### config.mk
export PLATFORM = sky130hd
export DESIGN_NAME = sbus_spi_sequencer_flat
export DESIGN_NICKNAME = d
export VERILOG_FILES = /design/src/rtl/sbus_spi_pkg.sv /design/src/rtl/sbus_spi_sequencer_if.sv /design/src/rtl/sbus_access.sv /design/src/rtl/sbus_spi_sequencer.sv /design/src/flat_wrapper.sv
export SDC_FILE = /design/constraint.sdc
export NUM_CORES = 1
export LEC_CHECK = 0
export ABC_AREA = 1
export CAP_MARGIN = 25
export CORE_ASPECT_RATIO = 0.8
export CORE_MARGIN = 2
export CORE_UTILIZATION = 40
export CTS_BUF_LIST = sky130_fd_sc_hd__clkbuf_8
export DETAILED_ROUTE_END_ITERATION = 8
export PLACE_DENSITY = 0.65
export SETUP_SLACK_MARGIN = 0.05
export SYNTH_ARGS = -nofsm -noshare
export SYNTH_HDL_FRONTEND = slang
export SYNTH_SLANG_ARGS = --single-unit
### constraint.sdc
create_clock -name clk -period 4.7 [get_ports clk]
set_clock_uncertainty 0.2 [all_clocks]
set_input_delay 1.41 -clock clk [delete_from_list [all_inputs] [get_ports clk]]
set_output_delay 1.41 -clock clk [all_outputs]
set_load 0.02 [all_outputs]
### src/rtl/sbus_spi_pkg.sv
// Shared register map, status bit positions and sequencer states for the
// SPI controller that sits behind the 8-bit system bus.
package sbus_spi_pkg;

    localparam logic [7:0] SPICR0  = 8'h08;
    localparam logic [7:0] SPICR1  = 8'h09;
    localparam logic [7:0] SPICR2  = 8'h0A;
    localparam logic [7:0] SPIBR   = 8'h0B;
    localparam logic [7:0] SPISR   = 8'h0C;
    localparam logic [7:0] SPITXDR = 8'h0D;
    localparam logic [7:0] SPIRXDR = 8'h0E;
    localparam logic [7:0] SPICSR  = 8'h0F;

    localparam int unsigned TRDY = 4;
    localparam int unsigned RRDY = 3;

    // SPICSR values: CS0 driven low, all chip selects released.
    localparam logic [7:0] CS_ASSERT  = 8'h0E;
    localparam logic [7:0] CS_RELEASE = 8'h0F;

    typedef enum logic [3:0] {
        CFG,
        IDLE,
        CS_ON,
        POLL_TX,
        WRITE_TX,
        POLL_RX,
        READ_RX,
        RESP,
        CS_OFF,
        ERROR
    } state_e;

endpackage

### src/rtl/sbus_spi_sequencer_if.sv
// System-bus port bundle: the sequencer is the master, the register file the slave.
interface sbus_spi_sequencer_if;
    logic       stb;
    logic       rw;
    logic [7:0] addr;
    logic [7:0] wdata;
    logic [7:0] rdata;
    logic       ack;

    modport master (output stb, output rw, output addr, output wdata,
                    input rdata, input ack);
    modport slave  (input stb, input rw, input addr, input wdata,
                    output rdata, output ack);
endinterface

### src/rtl/sbus_access.sv
// Single system-bus access engine: raises the strobe on start, holds the request
// stable until ack, and abandons the access after ACK_TIMEOUT strobe-high cycles.
module sbus_access #(
    parameter int unsigned ACK_TIMEOUT = 255
) (
    input  logic                 clk,
    input  logic                 rst_n,
    input  logic                 start,
    input  logic                 rw,
    input  logic [7:0]           addr,
    input  logic [7:0]           wdata,
    sbus_spi_sequencer_if.master sb,
    output logic                 busy,
    output logic                 ack_hit,
    output logic                 timeout_hit,
    output logic [7:0]           rdata
);

    localparam int unsigned CntW = $clog2(ACK_TIMEOUT + 1);

    logic            stb_q;
    logic            rw_q;
    logic [7:0]      addr_q;
    logic [7:0]      wdata_q;
    logic [CntW-1:0] cnt_q;

    // Ack and timeout are only meaningful while our own strobe is up, so a
    // stray ack after reset or after a timeout is ignored.
    assign ack_hit     = stb_q && sb.ack;
    assign timeout_hit = stb_q && !sb.ack && (cnt_q == CntW'(ACK_TIMEOUT - 1));
    assign rdata       = sb.rdata;
    assign busy        = stb_q;

    always_ff @(posedge clk) begin
        if (!rst_n) begin
            stb_q   <= 1'b0;
            rw_q    <= 1'b0;
            addr_q  <= 8'h00;
            wdata_q <= 8'h00;
            cnt_q   <= '0;
        end else if (stb_q) begin
            if (ack_hit || timeout_hit) begin
                stb_q <= 1'b0;
            end else begin
                cnt_q <= cnt_q + CntW'(1);
            end
        end else if (start) begin
            stb_q   <= 1'b1;
            rw_q    <= rw;
            addr_q  <= addr;
            wdata_q <= wdata;
            cnt_q   <= '0;
        end
    end

    assign sb.stb   = stb_q;
    assign sb.rw    = rw_q;
    assign sb.addr  = addr_q;
    assign sb.wdata = wdata_q;

endmodule

### src/rtl/sbus_spi_sequencer.sv
// Drives an SPI master register block over the system bus: configures it after
// reset, then runs one chip-select-framed byte exchange per accepted request.
module sbus_spi_sequencer
    import sbus_spi_pkg::*;
#(
    parameter logic [7:0]  CLK_DIV     = 8'd5,
    parameter logic [1:0]  SPI_MODE    = 2'b00,
    parameter int unsigned ACK_TIMEOUT = 255
) (
    input  logic                 clk,
    input  logic                 rst_n,
    input  logic                 req_valid,
    output logic                 req_ready,
    input  logic [7:0]           req_data,
    input  logic                 req_last,
    output logic                 rsp_valid,
    output logic [7:0]           rsp_data,
    output logic                 error,
    sbus_spi_sequencer_if.master sb
);

    state_e     state_q, state_d;
    logic [1:0] cfg_idx_q;
    logic [7:0] data_q;
    logic       last_q;
    logic       cs_on_q;
    logic       error_q;
    logic       req_ready_q;
    logic       rsp_valid_q;
    logic [7:0] rsp_data_q;

    logic       acc_req;
    logic       acc_start;
    logic       acc_rw;
    logic [7:0] acc_addr;
    logic [7:0] acc_wdata;
    logic       acc_busy;
    logic       ack_hit;
    logic       timeout_hit;
    logic [7:0] acc_rdata;

    always_ff @(posedge clk) begin
        if (!rst_n) begin
            state_q <= CFG;
        end else begin
            state_q <= state_d;
        end
    end

    always_comb begin
        state_d = state_q;
        unique case (state_q)
            CFG:      if (ack_hit && cfg_idx_q == 2'd3) state_d = IDLE;
            IDLE:     if (req_valid && req_ready_q) state_d = cs_on_q ? POLL_TX : CS_ON;
            CS_ON:    if (ack_hit) state_d = POLL_TX;
            POLL_TX:  if (ack_hit && acc_rdata[TRDY]) state_d = WRITE_TX;
            WRITE_TX: if (ack_hit) state_d = POLL_RX;
            POLL_RX:  if (ack_hit && acc_rdata[RRDY]) state_d = READ_RX;
            READ_RX:  if (ack_hit) state_d = RESP;
            RESP:     state_d = last_q ? CS_OFF : IDLE;
            CS_OFF:   if (ack_hit) state_d = IDLE;
            ERROR:    state_d = ERROR;
            default:  state_d = ERROR;
        endcase
        if (timeout_hit) state_d = ERROR;
    end

    always_comb begin
        acc_req   = 1'b0;
        acc_rw    = 1'b0;
        acc_addr  = 8'h00;
        acc_wdata = 8'h00;
        unique case (state_q)
            CFG: begin
                acc_req = 1'b1;
                acc_rw  = 1'b1;
                unique case (cfg_idx_q)
                    2'd0: begin acc_addr = SPICR1; acc_wdata = 8'h80; end
                    2'd1: begin acc_addr = SPIBR;  acc_wdata = CLK_DIV; end
                    2'd2: begin acc_addr = SPICR2; acc_wdata = {2'b11, 3'b000, SPI_MODE, 1'b0}; end
                    2'd3: begin acc_addr = SPICSR; acc_wdata = CS_RELEASE; end
                    default: ;
                endcase
            end
            CS_ON:    begin acc_req = 1'b1; acc_rw = 1'b1; acc_addr = SPICSR; acc_wdata = CS_ASSERT; end
            POLL_TX:  begin acc_req = 1'b1; acc_addr = SPISR; end
            WRITE_TX: begin acc_req = 1'b1; acc_rw = 1'b1; acc_addr = SPITXDR; acc_wdata = data_q; end
            POLL_RX:  begin acc_req = 1'b1; acc_addr = SPISR; end
            READ_RX:  begin acc_req = 1'b1; acc_addr = SPIRXDR; end
            CS_OFF:   begin acc_req = 1'b1; acc_rw = 1'b1; acc_addr = SPICSR; acc_wdata = CS_RELEASE; end
            default: ;
        endcase
    end

    // A new access only starts once the previous strobe is down, which gives the
    // mandatory idle cycle between accesses and repeats polls automatically.
    assign acc_start = acc_req && !acc_busy;

    always_ff @(posedge clk) begin
        if (!rst_n) begin
            cfg_idx_q   <= 2'd0;
            data_q      <= 8'h00;
            last_q      <= 1'b0;
            cs_on_q     <= 1'b0;
            error_q     <= 1'b0;
            req_ready_q <= 1'b0;
            rsp_valid_q <= 1'b0;
            rsp_data_q  <= 8'h00;
        end else begin
            req_ready_q <= (state_d == IDLE);
            rsp_valid_q <= (state_d == RESP);
            if (state_q == CFG && ack_hit) cfg_idx_q <= cfg_idx_q + 2'd1;
            if (state_q == IDLE && req_valid && req_ready_q) begin
                data_q <= req_data;
                last_q <= req_last;
            end
            if (state_q == CS_ON && ack_hit) cs_on_q <= 1'b1;
            if (state_q == CS_OFF && ack_hit) cs_on_q <= 1'b0;
            if (state_q == READ_RX && ack_hit) rsp_data_q <= acc_rdata;
            if (timeout_hit) error_q <= 1'b1;
        end
    end

    assign req_ready = req_ready_q;
    assign rsp_valid = rsp_valid_q;
    assign rsp_data  = rsp_data_q;
    assign error     = error_q;

    sbus_access #(
        .ACK_TIMEOUT(ACK_TIMEOUT)
    ) u_access (
        .clk        (clk),
        .rst_n      (rst_n),
        .start      (acc_start),
        .rw         (acc_rw),
        .addr       (acc_addr),
        .wdata      (acc_wdata),
        .sb         (sb),
        .busy       (acc_busy),
        .ack_hit    (ack_hit),
        .timeout_hit(timeout_hit),
        .rdata      (acc_rdata)
    );

endmodule

### src/flat_wrapper.sv
// flat-port wrapper written by rule: the top's interface ports become plain ports
module sbus_spi_sequencer_flat import sbus_spi_pkg::*;
#(
    parameter logic [7:0]  CLK_DIV     = 8'd5,
    parameter logic [1:0]  SPI_MODE    = 2'b00,
    parameter int unsigned ACK_TIMEOUT = 255
)
  (clk, rst_n, req_valid, req_ready, req_data, req_last, rsp_valid, rsp_data, error, sb_stb, sb_rw, sb_addr, sb_wdata, sb_rdata, sb_ack);
  sbus_spi_sequencer_if sb_i ();
  input  logic clk;
  input  logic rst_n;
  input  logic req_valid;
  output logic req_ready;
  input  logic [7:0] req_data;
  input  logic req_last;
  output logic rsp_valid;
  output logic [7:0] rsp_data;
  output logic error;
  output wire logic [$bits(sb_i.stb)-1:0] sb_stb;
  output wire logic [$bits(sb_i.rw)-1:0] sb_rw;
  output wire logic [$bits(sb_i.addr)-1:0] sb_addr;
  output wire logic [$bits(sb_i.wdata)-1:0] sb_wdata;
  input wire logic [$bits(sb_i.rdata)-1:0] sb_rdata;
  input wire logic [$bits(sb_i.ack)-1:0] sb_ack;
  assign sb_stb = sb_i.stb;
  assign sb_rw = sb_i.rw;
  assign sb_addr = sb_i.addr;
  assign sb_wdata = sb_i.wdata;
  assign sb_i.rdata = sb_rdata;
  assign sb_i.ack = sb_ack;
  sbus_spi_sequencer #(.CLK_DIV(CLK_DIV), .SPI_MODE(SPI_MODE), .ACK_TIMEOUT(ACK_TIMEOUT)) u_core (.clk(clk), .rst_n(rst_n), .req_valid(req_valid), .req_ready(req_ready), .req_data(req_data), .req_last(req_last), .rsp_valid(rsp_valid), .rsp_data(rsp_data), .error(error), .sb(sb_i));
endmodule
==> impl_metrics.csv <==
group,metric,value,unit
run_status,status,"complete, no violations",
sta,relSlewSlack,0.482,
place,gp_congestion,0.863,
die,die_w,90.5,um
route,ant_nets,0,
global_routing,grt_max_degree,24,
route,vias,2171,
sta,setup_viol,0,
clock_network,clock_sinks,49,
sta,tightest_slew,776,ps
worst_setup_path,worstSetupPathType,"primary input to flip-flop",
synthesis,yosysWarningCount,0,
clock_network,cts_buffers,5,
worst_setup_path,end_kind,"flip-flop",
final_layout,diodes,0,
synthesis,avgSynthCellArea,7.20,um^2
final_layout,synthToLayoutAreaGrowth,25.6,%
final_layout,fillers,596,
sta,layout_setup_ws,1600,ps
synthesis,syn_inst,333,
synthesis,ys_seq_area_frac,0.409,
global_routing,grt_pass1_vias,2051,
die,rows,25,
clock_network,cts_resized,0,
synthesis,synth.largest_area_cell,"dfxtp_1",
global_routing,grt.total_usage,0.172,
synthesis,netlist_area,2400,um^2
worst_setup_path,worstSetupStartpointType,"primary input",
sta,hold_viol_final,0,
clock_network,cts_tree,"done",
clock_network,cts_setup_buffers,0,
pwr,powerDensity,281,nW/um^2
die,dieArea,6630,um^2
route,drc_errors,0,
pwr,peakVddDrop,0.000155,V
place,dpl.cell_count,451,
clock_network,htree_levels,2,
synthesis,synthTopCellsByArea,"dfxtp_1 (41%), nand2_1 (14%), nand3_1 (6.5%), nor2_1 (5.2%), a21oi_1 (5.0%)",
die,die_y,73.2,um
synthesis,synth-edff-count,0,
sta,tns,0,ps
global_routing,grt_pass1_wl,9240,um
clock_network,clk_pin_slew,90,ps
worst_setup_path,crit_arrival,3150,ps
route,firstDrtPassIters,4,
hold_path,min_path_cells,2,
route,avgRoutedWirePerCell,11.7,um
synthesis,yosys.area.top_type_share,0.409,
sta,final.period_utilization,0.660,
die,initial_core_util,0.410,
final_layout,regArea,981,um^2
synthesis,synth-seq-cells,49,
die,core,5850,um^2
sta,drv_slew,0,
place,hpwl,3940,um
clock_network,clockBufferDepth,2,
worst_setup_path,crit_fanout,11,
pwr,leakagePower,1.23,nW
final_layout,nNetsFinal,406,
sta,rsz0062_at_grt,"false",
final_layout,drive_gt1_frac,0.101,
synthesis,ys_types,30,
clock_network,cts_hold_buf,0,
job,cap_viol_max_count,0,
route,wirelength,5350,um
sta,fmax,0.322,GHz
hold_path,hp-class,"flip-flop to flip-flop",
global_routing,grt-ovfl-total,0,
clock_network,cts-root-buf,"clkbuf_8",
place,io_buffers,45,
clock_network,clock_latency,310,ps
final_layout,multi_input_area,1220,um^2
final_layout,fin_cells,459,
route,drtIter0Drc,124,
global_routing,antenna_found_initial,0,
route,viasPerCell,4.73,
sta,fin_crit,3100,ps
worst_setup_path,critical_path_required,4750,ps
place,preCtsSetupSlack,1270,ps
worst_setup_path,r2r_cells,8,
synthesis,postSynth.asyncResetShare,0,
synthesis,ys.flop_type,"dfxtp_1",
die,pin_count,50,
==> placed cells by master (no fill, tap or decap) <==
master	netlist	layout
nor2_1	33	33
o21ai_1	2	2
nand3_1	31	31
xor2_1	1	1
nand2_2	3	3
bufinv_16	0	1
clkinvlp_4	0	1
nand4_1	1	1
nand3_2	6	6
conb_1	1	4
nor2_2	4	4
o211ai_1	3	3
dfxtp_1	49	49
nor2_4	3	3
o21ai_0	18	18
o21ai_2	1	1
ha_1	8	8
a21oi_2	5	5
clkdlybuf4s50_1	0	45
or2_2	1	1
nand2_4	1	1
and2_1	1	1
inv_2	4	4
xnor2_1	2	2
nand2_1	89	89
clkbuf_8	0	6
nor3_1	1	1
inv_1	28	28
a21oi_1	24	24
buf_4	5	2
==> cell type report <==
cell class / count / share of cell area
flip-flops and latches: 49 / 0.326
repair buffers: 47 / 0.155
multi-input cells: 242 / 0.406
well taps: 81 / 0.0337
clock inverters: 2 / 0.0125
inverters: 32 / 0.0399
clock buffers: 6 / 0.0274
==> sequential cells by signal (all words and copies together) (netlist names) <==
name,count
u_core.last_q,1
u_core.rsp_valid,1
u_core.error,1
u_core.u_access.busy,1
u_core.cs_on_q,1
u_core.u_access.cnt_q,8
u_core.u_access.sb.wdata,8
u_core.state_q,4
u_core.u_access.sb.addr,4
u_core.u_access.sb.rw,1
u_core.req_ready,1
u_core.cfg_idx_q,2
u_core.data_q,8
u_core.rsp_data,8
==> routing by layer <==
layer	track usage	vias up	wire (um)
met5	0	-	0
met4	0.0410	0	29
met3	0.0382	4	200
met2	0.269	46	2300
met1	0.244	977	2820
li1	-	1144	-
==> critical path, cell delays in order <==
cell	delay [ps]
clkdlybuf4s50_1	500
nor2_1	60
nand3_1	140
nand3_1	450
or2_2	460
a21oi_1	130
==> synth_stat cells, types with 2 or more instances <==
| master | count |
|---|---|
| buf_4 | 5 |
| nand2_1 | 89 |
| dfxtp_1 | 49 |
| nor2_4 | 3 |
| nand3_1 | 31 |
| ha_1 | 8 |
| inv_2 | 4 |
| inv_1 | 28 |
| o21ai_0 | 18 |
| a21oi_2 | 5 |
| o21ai_1 | 2 |
| nand2_2 | 3 |
| nand3_2 | 6 |
| nor2_2 | 4 |
| o211ai_1 | 3 |
| xnor2_1 | 2 |
| clkbuf_1 | 4 |
| a21oi_1 | 24 |
| nor2_1 | 33 |
| buf_6 | 2 |
==> through the flow <==
stage / power [mW] / hold slack [ps] / util / instance area [um^2]
finish: 0.847 / 250 / 0.515 / 3010
global route: 0.882 / 281 / 0.515 / 3010
CTS: 0.855 / 253 / 0.515 / 3010
detailed placement: 0.539 / 235 / 0.494 / 2890
global placement: 0.538 / 230 / 0.494 / 2890
floorplan: 0.501 / 225 / - / 2410
==> cell families after synthesis <==
group                      share of synthesized area
and+or+nand+nor                                0.328
adders and majority gates                     0.0418
DFF                                            0.409
AOI/OAI and AO/OA                              0.123
buffers and inverters                         0.0851
other                                        0.00157
xor gates and xnor gates                      0.0110
==> power by group <==
part           leakage [nW]  internal [mW]  switching (mW)  total [mW]
registers             0.397          0.424         0.00810       0.432
clock network        0.0574          0.173           0.145       0.318
logic                 0.776         0.0404          0.0557      0.0962
total                  1.23          0.638           0.209       0.847
==> path summary, 6_finish.rpt <==
path | endpoint | startpoint | slack, ps
worst max-delay path | u_core.u_access.cnt_q[1] | sb_ack | 1600
worst max register to register | u_core.u_access.cnt_q[1] | u_core.u_access.cnt_q[0] | 2430
worst min register to register | u_core.u_access.sb.wdata[6] | u_core.u_access.sb.wdata[6] | 250
worst min-delay path | u_core.u_access.sb.wdata[6] | u_core.u_access.sb.wdata[6] | 250
(Power assumes the default switching activity.)
